$ cat config.mk
export PLATFORM = sky130hd
export DESIGN_NAME = memory_stage
export DESIGN_NICKNAME = d
export VERILOG_FILES = /design/src/rtl/memory_stage_pkg.sv /design/src/rtl/memory_stage_load_align.sv /design/src/rtl/memory_stage.sv
export SDC_FILE = /design/constraint.sdc
export NUM_CORES = 1
export LEC_CHECK = 0
export CORE_AREA = 2 2 192 194
export CTS_BUF_LIST = sky130_fd_sc_hd__clkbuf_4
export DETAILED_ROUTE_END_ITERATION = 16
export DIE_AREA = 0 0 194 196
export GPL_TIMING_DRIVEN = 0
export PLACE_DENSITY_LB_ADDON = 0.12
export SYNTH_ARGS = -nofsm -noshare
export SYNTH_HDL_FRONTEND = slang
export SYNTH_HIERARCHICAL = 1
export SYNTH_SLANG_ARGS = --single-unit
$ cat constraint.sdc
create_clock -name clk -period 12.7 [get_ports clk]
set_input_delay 3.81 -clock clk [delete_from_list [all_inputs] [get_ports clk]]
set_output_delay 3.81 -clock clk [all_outputs]
set_load 0.02 [all_outputs]
$ cat src/rtl/memory_stage_pkg.sv
// Shared constants for the data-memory stage: opcodes, access sizes, fault codes and FSM states.
package memory_stage_pkg;

  localparam logic [31:0] NOP_INST_DEF = 32'h00000013;

  localparam logic [6:0] LCC = 7'b0000011;
  localparam logic [6:0] SCC = 7'b0100011;

  localparam logic [1:0] SZ_B = 2'd0;
  localparam logic [1:0] SZ_H = 2'd1;
  localparam logic [1:0] SZ_W = 2'd2;

  localparam logic [2:0] F3_LB  = 3'b000;
  localparam logic [2:0] F3_LH  = 3'b001;
  localparam logic [2:0] F3_LBU = 3'b100;
  localparam logic [2:0] F3_LHU = 3'b101;

  typedef enum logic [1:0] {
    FAULT_NONE     = 2'd0,
    FAULT_MISALIGN = 2'd1,
    FAULT_TIMEOUT  = 2'd2
  } fault_e;

  typedef enum logic {
    ST_IDLE,
    ST_WAIT
  } mem_state_e;

  function automatic logic is_misaligned(input logic [1:0] size, input logic [1:0] off);
    case (size)
      SZ_B:    return 1'b0;
      SZ_H:    return off[0];
      SZ_W:    return off != 2'b00;
      default: return off != 2'b00;
    endcase
  endfunction

endpackage

$ cat src/rtl/memory_stage_load_align.sv
// Aligns a raw memory word to the addressed byte lane and sign/zero-extends it by load size.
module load_align
  import memory_stage_pkg::*;
(
  input  logic [31:0] rdata,
  input  logic [1:0]  addr,
  input  logic [2:0]  funct3,
  output logic [31:0] data
);

  logic [31:0] shifted;

  always_comb begin
    shifted = rdata >> {addr, 3'b000};
    case (funct3)
      F3_LB:   data = {{24{shifted[7]}}, shifted[7:0]};
      F3_LH:   data = {{16{shifted[15]}}, shifted[15:0]};
      F3_LBU:  data = {24'h000000, shifted[7:0]};
      F3_LHU:  data = {16'h0000, shifted[15:0]};
      default: data = shifted;
    endcase
  end

endmodule

$ cat src/rtl/memory_stage.sv
// X/M pipeline register, data-memory req/ack access FSM with timeout, and M/W register.
module memory_stage
  import memory_stage_pkg::*;
#(
  parameter logic [31:0] NOP_INST = NOP_INST_DEF,
  parameter int unsigned MAX_WAIT = 16
) (
  input  logic        clk,
  input  logic        reset,
  input  logic [31:0] PC_x,
  input  logic [31:0] inst_x,
  input  logic [31:0] alu_x,
  input  logic [31:0] rs2_x,
  input  logic        wm_bypass,
  input  logic [31:0] wb_w_bypass,
  output logic [31:0] PC_m,
  output logic [31:0] inst_m,
  output logic [31:0] alu_m,
  output logic        stall_m,
  output logic        dmem_req,
  output logic        dmem_we,
  output logic [31:0] dmem_addr,
  output logic [31:0] dmem_wdata,
  output logic [3:0]  dmem_be,
  input  logic        dmem_ack,
  input  logic [31:0] dmem_rdata,
  output logic [31:0] PC_w,
  output logic [31:0] inst_w,
  output logic [31:0] alu_w,
  output logic [31:0] load_w,
  output logic [1:0]  fault_w
);

  localparam int unsigned CW = $clog2(MAX_WAIT + 1);
  localparam logic [CW-1:0] LAST_CYCLE = CW'(MAX_WAIT - 1);

  logic [31:0]     rs2_m;
  mem_state_e      state;
  logic [CW-1:0]   wait_cnt;

  logic            is_load, is_store, mem_op, misaligned, timeout;
  logic [1:0]      size, off;
  logic [31:0]     sd, load_data;

  assign is_load    = inst_m[6:0] == LCC;
  assign is_store   = inst_m[6:0] == SCC;
  assign mem_op     = is_load | is_store;
  assign size       = inst_m[13:12];
  assign off        = alu_m[1:0];
  assign misaligned = mem_op & is_misaligned(size, off);
  assign sd         = wm_bypass ? wb_w_bypass : rs2_m;

  // inst_m is frozen while stalled, so the request stays stable across WAIT without extra state.
  assign dmem_req  = mem_op & ~misaligned;
  assign dmem_we   = dmem_req & is_store;
  assign dmem_addr = {alu_m[31:2], 2'b00};
  // The cycle that reaches the wait limit is the last request cycle; the stall is released in it.
  assign timeout   = dmem_req & ~dmem_ack & (wait_cnt == LAST_CYCLE);
  assign stall_m   = dmem_req & ~dmem_ack & ~timeout;

  always_comb begin
    dmem_be    = 4'b1111;
    dmem_wdata = '0;
    if (is_store) begin
      case (size)
        SZ_B: begin
          dmem_wdata = {4{sd[7:0]}};
          dmem_be    = 4'b0001 << off;
        end
        SZ_H: begin
          dmem_wdata = {2{sd[15:0]}};
          dmem_be    = off[1] ? 4'b1100 : 4'b0011;
        end
        default: dmem_wdata = sd;
      endcase
    end
  end

  load_align u_load_align (
    .rdata  (dmem_rdata),
    .addr   (off),
    .funct3 (inst_m[14:12]),
    .data   (load_data)
  );

  always_ff @(posedge clk or posedge reset) begin
    if (reset) begin
      PC_m     <= '0;
      inst_m   <= NOP_INST;
      alu_m    <= '0;
      rs2_m    <= '0;
      state    <= ST_IDLE;
      wait_cnt <= '0;
      PC_w     <= '0;
      inst_w   <= NOP_INST;
      alu_w    <= '0;
      load_w   <= '0;
      fault_w  <= FAULT_NONE;
    end else begin
      if (!stall_m) begin
        PC_m   <= PC_x;
        inst_m <= inst_x;
        alu_m  <= alu_x;
        rs2_m  <= rs2_x;
      end

      case (state)
        ST_IDLE: begin
          if (stall_m) begin
            state    <= ST_WAIT;
            wait_cnt <= wait_cnt + 1'b1;
          end
        end
        ST_WAIT: begin
          if (stall_m) begin
            wait_cnt <= wait_cnt + 1'b1;
          end else begin
            state    <= ST_IDLE;
            wait_cnt <= '0;
          end
        end
        default: begin
          state    <= ST_IDLE;
          wait_cnt <= '0;
        end
      endcase

      PC_w  <= PC_m;
      alu_w <= alu_m;
      if (stall_m || misaligned || timeout) begin
        inst_w  <= NOP_INST;
        load_w  <= '0;
        fault_w <= misaligned ? FAULT_MISALIGN : (timeout ? FAULT_TIMEOUT : FAULT_NONE);
      end else begin
        inst_w  <= inst_m;
        load_w  <= is_load ? load_data : '0;
        fault_w <= FAULT_NONE;
      end
    end
  end

endmodule

# [Word level (Yosys, flattened, before mapping)]
# Index checks and enable logic that the tools add are counted.
[word_totals] inputBits=196 register_bits=264 output_inout_bits=297 elab_cells=56
[classes] n_mux=18 add_sub_neg=1 bitwise=11 eq_ne=8 n_reduce_logical=5 n_shift=2
[ops] op="two-way mux 32 bit" count=5
[ops] op="one-hot mux 32 bit (4 select lines)" count=1
[ops] op="one-hot mux 32 bit (2 select lines)" count=1
[ops] op="right shift 32 x 5 -> 32 bit" count=1
[ops] op="two-way mux 5 bit" count=2
[ops] op="one-hot mux 5 bit (2 select lines)" count=1
[ops] op="two-way mux 4 bit" count=2
[ops] op="one-hot mux 4 bit (2 select lines)" count=1
[ops] op="== test 7 x 2 -> 1 bit (second input constant)" count=1
[ops] op="== test 7 x 6 -> 1 bit (second input constant)" count=1
[ops] op="bitwise AND 1 bit" count=6
[ops] op="== test 3 bit (second input constant)" count=2
[ops] op="two-way mux 2 bit" count=3
[ops] op="adder 5 x 1 -> 5 bit (second input constant)" count=1
[ops] op="== test 5 x 4 -> 1 bit (second input constant)" count=1
[ops] op="NOT 1 bit" count=4
[ops] op="left shift 1 x 2 -> 4 bit (first input constant)" count=1
[ops] op="== test 3 x 1 -> 1 bit (second input constant)" count=1
[ops] op="zero test 3 bit" count=1
[ops] op="== test 2 x 1 -> 1 bit (second input constant)" count=1
[ops] op="zero test 2 bit" count=1
[ops] op="logical OR 1 bit" count=2
[ops] op="inequality test 2 bit (second input constant)" count=1
[ops] op="one-hot mux 1 bit (2 select lines)" count=1
[ops] op="3 further kinds" count=3

# [Logic depth before layout (Yosys ltp)]
# Gate-level depths: netlist of the first run.
[depth] depth_word=12 depth_mapped=10 ltp_nobuf=7

# [Hierarchy]
# Netlist of the first run, hierarchy kept.
[by_module_without_submodules] module="memory_stage" area_per_inst_um2=9985.8 n_inst=1 seq_area_each_um2=6613.8 cells_each=924
[by_module_without_submodules] module="load_align" area_per_inst_um2=694.4 n_inst=1 seq_area_each_um2=0.0 cells_each=107

# [Least setup slack after synthesis of the first run]
# No wires, ideal clock.
[synth_timing] path_kind="input to output" startpoint="input wm_bypass" endpoint="output dmem_wdata[10]" cell_stages=5 t_required_ns=8.890 arrival_time_ns=5.096 n_path_buf=3 path_slack_ns=3.794 path_cell_list="buf_2 -> buf_4 -> buf_2 -> mux2i_1 -> a211oi_1"
[synth_between] elab_chain_len=3
[synth_rtl] element="start: declaration" line_no="memory_stage.sv:14" text="input logic wm_bypass,"
[synth_rtl] element="two-way mux 32 bit" line_no="memory_stage.sv:51" text="assign sd = wm_bypass ? wb_w_bypass : rs2_m;"
[synth_rtl] element="one-hot mux 32 bit (2 select lines)" line_no="memory_stage.sv:65" text="case (size)"
[synth_rtl] element="two-way mux 32 bit" line_no="memory_stage.sv:64" text="if (is_store) begin"
[synth_rtl] element="end: declaration" line_no="memory_stage.sv:23" text="output logic [31:0] dmem_wdata,"
# Every way passes these cells.

# [Final worst setup path of the first run]
[layout_timing] startpoint="input wm_bypass" endpoint="output dmem_wdata[30]"
# Same word-level chain as after synthesis.

==> results.sh, run 1 <==
export IMPL_htreeDepth=3
export IMPL_place_gp_congestion=0.823
export IMPL_status="finished clean"
export IMPL_postCtsSetupBuffers=0
export IMPL_core_mm2=0.0361
export IMPL_start_util=0.296
export IMPL_critPathRequiredTime_ns=8.89
export IMPL_vias_per_cell=4.35
export IMPL_ff2ff_path_depth=9
export IMPL_first_pass_iters=4
export IMPL_worstSkewPairLatency_ns=0.74
export IMPL_switching_share=0.264
export IMPL_hold_class="reg -> reg"
export IMPL_drc=0
export IMPL_synth_most_common_cell="nand2_1"
export IMPL_critPathTopFamily="buffers and inverters"
export IMPL_postCtsHoldBufs=0
export IMPL_fp_row_count=70
export IMPL_clockBufferDepth=3
export IMPL_cp_cell_sequence="buf_2 -> buf_4 -> buf_2 -> mux2i_1 -> a211oi_1 -> clkdlybuf4s50_1"
export IMPL_synth_cell_types=49
export IMPL_cts_buffers=74
export IMPL_crit_top_cell="buf_2"
export IMPL_wl_um=38600
export IMPL_rr_endpoint="rs2_m[17]"
export IMPL_async_reset_ff_frac=1.00
export IMPL_cp_num_buf_inv=4
export IMPL_setup_tns_final_ns=0
export IMPL_synth_warnings=6
export IMPL_path_class="in -> out"
export IMPL_min_path_cells=0
export IMPL_ys_top_cells_by_area="dfrtp_1 60%, nand2_1 14%, mux2i_1 3.3%"
export IMPL_cts_sinks=264
export IMPL_num_vias=9228
export IMPL_post_drt_wl_per_cell_um=18.2
export IMPL_p_per_area_mw_per_mm2=117
export IMPL_grtUsageTotal=0.202
export IMPL_cts_tree="done"
export IMPL_yosysSeqAreaShare=0.619
export IMPL_clkPwrFrac=0.399
export IMPL_yosys_area_top_type="dfrtp_1"
export IMPL_grt_setup_unrepaired="false"
export IMPL_utilization=0.477
export IMPL_pwr_share_comb=0.151
export IMPL_syn_inst=1031
export IMPL_fin_skew_ns=0.0470
export IMPL_drv_slew=0
export IMPL_placed_area_mm2=0.0162
export IMPL_port_buffers=489
export IMPL_finalCritPeriodShare=0.765
export IMPL_cp_max_fo=10
export IMPL_syn_to_final_growth_pct=61.0
export IMPL_crit_arrival_ns=5.91
export IMPL_drtAntennaViolNets=0
export IMPL_synthFlopType="dfrtp_1"
export IMPL_dp_hpwl_um=29000
export IMPL_cts_resized=0
export IMPL_worstSetupPathDepth=6
export IMPL_grt_ovfl_total=0
export IMPL_syn_area_per_cell_um2=10.4
export IMPL_clk_pin_slew_worst_paths_ns=0.07
export IMPL_hp_start="PC_m[3]"
export IMPL_p_leak_nw=7.93
export IMPL_max_cap_viol_count=0
export IMPL_die_w_um=194
export IMPL_slowest_stage="clkdlybuf4s50_1"
export IMPL_r2r_slack_ns=10.28
export IMPL_r2r_start="wait_cnt[0]"
export IMPL_clockRootBuffer="clkbuf_4"
export IMPL_synth_top_cells_by_count="386 x nand2_1, 258 x dfrtp_1, 51 x nor2_1"
export IMPL_p_int_w=0.00148
export IMPL_p_sw_w=0.000532
export IMPL_io_pins=493
export IMPL_worst_pin_slew_ns=0.668
export IMPL_endpoint_kind="primary output"
export IMPL_antenna_found_initial=1
export IMPL_hold_viol_final=0
export IMPL_grt_start_max_net_pins=115
export IMPL_finish_instance_area_mm2=0.0172
export IMPL_dieArea_mm2=0.0380
export IMPL_ir_worst_vdd_v=0.0000729
export IMPL_grt_pass1_vias=9697
export IMPL_nets=1797
export IMPL_fin_crit_ns=9.72
export IMPL_start_kind="primary input"
export IMPL_finalSetupViolations=0
export IMPL_synth_top_area_frac=0.604
export IMPL_drt_initial_drc_count=346
export IMPL_drive_gt1_frac=0.142
export IMPL_synth_edff_count=0
export IMPL_hold_path_end="PC_w[3]"
export IMPL_cp_slowest_stage_delay_ns=0.72
export IMPL_grt_pass1_wl_um=58400
export IMPL_slew_headroom=0.553
export IMPL_clock_fmax_mhz=103
export IMPL_dieHeight_um=196
export IMPL_syn_area_mm2=0.0107
export IMPL_synth_seq_cells=264
export IMPL_p_seq_frac=0.450
[logic make-up (layout without fill, tap and decap cells)]
group | after synthesis | after routing | synth area share
flops | 264 | 264 | 0.619
xor+xnor | 1 | 1 | 0.000820
buf+inv | 97 | 716 | 0.0586
simple gates | 544 | 544 | 0.220
other cells | 1 | 4 | 0.000351
mux | 53 | 53 | 0.0518
compound gates | 69 | 69 | 0.0469
fa+ha+maj | 2 | 2 | 0.00234
[worst max-delay path by stage]
stage               from              to  slack (ns)
2_1_floorplan      reset         PC_m[0]        1.63
3_3_place_gp       reset        PC_m[31]       -2.19
3_5_place_dp   wm_bypass  dmem_wdata[30]        2.94
4_1_cts        wm_bypass  dmem_wdata[30]        2.94
5_1_grt        wm_bypass  dmem_wdata[30]        2.81
6_report       wm_bypass  dmem_wdata[30]        2.98
[layout make-up]
cell class | count | area (um2)
Tap cell | 468 | 586
Buffer | 91 | 603
Inverter | 6 | 30.0
Sequential cell | 264 | 6610
Multi-Input combinational cell | 671 | 3440
Timing Repair Buffer | 491 | 4950
Antenna cell | 2 | 5.00
Clock inverter | 14 | 109
Fill cell | 3534 | 18900
Clock buffer | 114 | 856
[layout by cell type, fill, tap and decap left out, types with 4 or more instances in the layout]
cell type / netlist / routed
dfrtp_1: 258 / 258
buf_6: 13 / 13
clkdlybuf4s50_1: 0 / 489
a211oi_1: 27 / 27
nand2b_1: 5 / 5
o21ai_0: 12 / 12
o22ai_1: 4 / 4
a21oi_1: 9 / 9
clkbuf_4: 0 / 114
nor2_1: 51 / 51
and2_1: 37 / 37
nor2b_1: 40 / 40
nand2_1: 386 / 386
mux2i_1: 35 / 35
inv_1: 5 / 4
buf_4: 36 / 36
nor3_1: 8 / 8
clkbuf_1: 18 / 18
mux2_2: 18 / 18
clkinv_1: 1 / 10
dfstp_2: 6 / 6
buf_2: 23 / 23
[state kept, by name, summed over array words and instances, names as in the netlist]
signal / flops
PC_m: 32
PC_w: 32
alu_m: 32
alu_w: 32
inst_m: 32
inst_w: 32
load_w: 32
rs2_m: 32
wait_cnt: 5
fault_w: 2
state: 1
[power groups by stage]
stage / Combinational [W] / Clock, W / Sequential (W)
after floorplan: 0.0000910 / 0 / 0.000959
after global placement: 0.000302 / 0 / 0.000923
after detailed placement: 0.000306 / 0 / 0.000923
after CTS: 0.000307 / 0.000843 / 0.000908
after global routing: 0.000324 / 0.000892 / 0.000911
final: 0.000304 / 0.000805 / 0.000907
[metrics by stage]
step | std cells | worst slack (ns) | power, W | hold slack (ns)
after floorplan | 1032 | 1.63 | 0.00105 | 0.441
after global placement | 1989 | -2.19 | 0.00122 | 0.379
after detailed placement | 1991 | 2.94 | 0.00123 | 0.384
after CTS | 2119 | 2.94 | 0.00206 | 0.374
after global routing | 2121 | 2.81 | 0.00213 | 0.403
final | 2121 | 2.98 | 0.00202 | 0.379
[routing by layer]
metal	GRT usage	share of wire	vias to the layer above
met1	0.234	0.39	4351
met2	0.347	0.50	396
li1	-	-	4431
met3	0.0681	0.084	50
met4	0.0780	0.022	0
met5	0	0	-
No activity file was read; power rests on OpenSTA's default activity.
==> inputs of run 2 (changes only) <==
==> constraint.sdc (replaced) <==
create_clock -name clk -period 9.2 [get_ports clk]
set_input_delay 2.76 -clock clk [delete_from_list [all_inputs] [get_ports clk]]
set_output_delay 2.76 -clock clk [all_outputs]
set_load 0.02 [all_outputs]
==> run 2 against run 1 <==
  * Register-to-register slack got worse by 3.5 ns
  * Global-route usage about the same
  * Critical endpoint unchanged
  * Wire length is 0.12% higher
  * Sequential cell count unchanged
  * Sequential share of layout area down 0.22 points
  * Clock power increased by 39%
==> results.sh, run 2 (synthesis results as in run 1) <==
export IMPL_crit_path_end="dmem_wdata[30]"
export IMPL_clock_fmax_mhz=131
export IMPL_pwr_share_comb=0.152
export IMPL_endpoint_kind="primary output"
export IMPL_place_gp_congestion=0.837
export IMPL_critPathLaunch="wm_bypass"
export IMPL_grt_start_max_net_pins=41
export IMPL_multi_input_area_mm2=0.00344
export IMPL_n_fill_cell=3549
export IMPL_antenna_found_initial=4
export IMPL_drive_gt1_frac=0.148
export IMPL_min_path_cells=0
export IMPL_nets=1803
export IMPL_htreeDepth=3
export IMPL_drv_slew=0
export IMPL_r2r_slack_ns=6.82
export IMPL_instances_no_fill=2130
export IMPL_finalCritPeriodShare=0.828
export IMPL_max_cap_viol_count=0
export IMPL_start_kind="primary input"
export IMPL_r2r_start="wait_cnt[0]"
export IMPL_num_vias=9224
export IMPL_grt_ovfl_total=0
export IMPL_p_per_area_mw_per_mm2=161
export IMPL_start_util=0.296
export IMPL_clk_pin_slew_worst_paths_ns=0.06
export IMPL_io_pins=493
export IMPL_p_seq_frac=0.448
export IMPL_clkPwrFrac=0.400
export IMPL_drtAntennaViolNets=0
export IMPL_cts_buffers=75
export IMPL_dp_cells=1996
export IMPL_cts_tree="done"
export IMPL_cts_sinks=264
export IMPL_syn_to_final_growth_pct=61.9
export IMPL_path_class="in -> out"
export IMPL_ff2ff_path_depth=9
export IMPL_grt_pass1_wl_um=58000
export IMPL_grt_pass1_vias=9674
export IMPL_fp_row_count=70
export IMPL_p_leak_nw=7.96
export IMPL_core_mm2=0.0361
export IMPL_p_sw_w=0.000745
export IMPL_worstSkewPairLatency_ns=0.74
export IMPL_crit_arrival_ns=4.86
export IMPL_postCtsSetupBuffers=0
export IMPL_p_int_w=0.00205
export IMPL_regArea_mm2=0.00661
export IMPL_status="finished clean"
export IMPL_power_w=0.00279
export IMPL_first_pass_iters=4
export IMPL_dp_hpwl_um=29100
export IMPL_finalSetupViolations=0
export IMPL_hold_viol_final=0
export IMPL_setup_tns_final_ns=0
export IMPL_fin_crit_ns=7.62
export IMPL_port_buffers=489
export IMPL_clockRootBuffer="clkbuf_4"
export IMPL_critPathRequiredTime_ns=6.44
export IMPL_cp_max_fo=10
export IMPL_switching_share=0.267
export IMPL_post_drt_wl_per_cell_um=18.1
export IMPL_rr_endpoint="rs2_m[8]"
export IMPL_ir_worst_vdd_v=0.000108
export IMPL_final_cell_mix="489 x clkdlybuf4s50_1, 386 x nand2_1, 258 x dfrtp_1"
export IMPL_vias_per_cell=4.33
export IMPL_hold_class="reg -> reg"
export IMPL_drt_initial_drc_count=277
export IMPL_worst_pin_slew_ns=0.769
export IMPL_fin_skew_ns=0.0391
export IMPL_grt_setup_unrepaired="false"
export IMPL_postCtsHoldBufs=0
export IMPL_dieArea_mm2=0.0380
export IMPL_final_common_cell="clkdlybuf4s50_1"
export IMPL_drc=0
export IMPL_dieHeight_um=196
export IMPL_wl_um=38600
export IMPL_cts_resized=0
export IMPL_die_w_um=194
export IMPL_grtUsageTotal=0.202
export IMPL_clockBufferDepth=3
export IMPL_slew_headroom=0.486
run 2: cell count changes in the layout (fill, tap and decap cells not counted), moves of 2 or more:
cell        before  now
buf_12           0    7
buf_16           2    0
clkbuf_4       114  119
clkinv_1        10    6
clkinvlp_4       1    5
diode_2          2    4
run 2: area by class of cell:
cell class              instances  share of cell area
repair buffers                496               0.291
multi-input cells             671               0.199
inverters                       6             0.00152
well taps                     468              0.0339
clock buffers                 119              0.0517
clock inverters                11             0.00477
plain buffers                  91              0.0349
diodes                          4            0.000579
flip-flops and latches        264               0.382
run 2: worst min-delay path by stage:
| stage | end | from |
|---|---|---|
| 2_1_floorplan | rs2_m[0] | rs2_m[0] |
| 3_3_place_gp | PC_w[3] | PC_m[3] |
| 3_5_place_dp | PC_w[20] | PC_m[20] |
| 4_1_cts | PC_w[9] | PC_m[9] |
| 5_1_grt | PC_w[9] | PC_m[9] |
| 6_report | PC_w[9] | PC_m[9] |
run 2: power by group through the flow:
stage	Combinational (W)	Sequential, W	Clock (W)
after global routing	0.000453	0.00126	0.00123
final	0.000423	0.00125	0.00112
after global placement	0.000419	0.00127	0
after CTS	0.000429	0.00125	0.00117
after detailed placement	0.000428	0.00127	0
after floorplan	0.000126	0.00132	0
run 2: through the flow:
stage / hold slack, ns / instance area (um2) / setup slack (ns) / utilization
after floorplan: 0.441 / 10700 / 2.39 / -
after global placement: 0.382 / 16200 / 0.753 / 0.448
after detailed placement: 0.386 / 16300 / 1.51 / 0.452
after CTS: 0.387 / 17300 / 1.49 / 0.479
after global routing: 0.404 / 17300 / 1.41 / 0.479
final: 0.379 / 17300 / 1.58 / 0.479
run 2: metal layers:
layer	vias to the layer above	GRT usage	wire length, um	share of wire
met2	402	0.341	19300	0.50
met3	67	0.0695	3170	0.082
met1	4306	0.235	15200	0.39
met5	-	0	0	0
met4	0	0.0850	938	0.024
li1	4449	-	-	-
run 2: worst max-delay path, stage by stage:
cell	delay [ns]
buf_2	0.15
buf_2	0.30
mux2i_1	0.59
nor2_1	0.08
a211oi_1	0.28
a211oi_1	0.09
clkdlybuf4s50_1	0.61
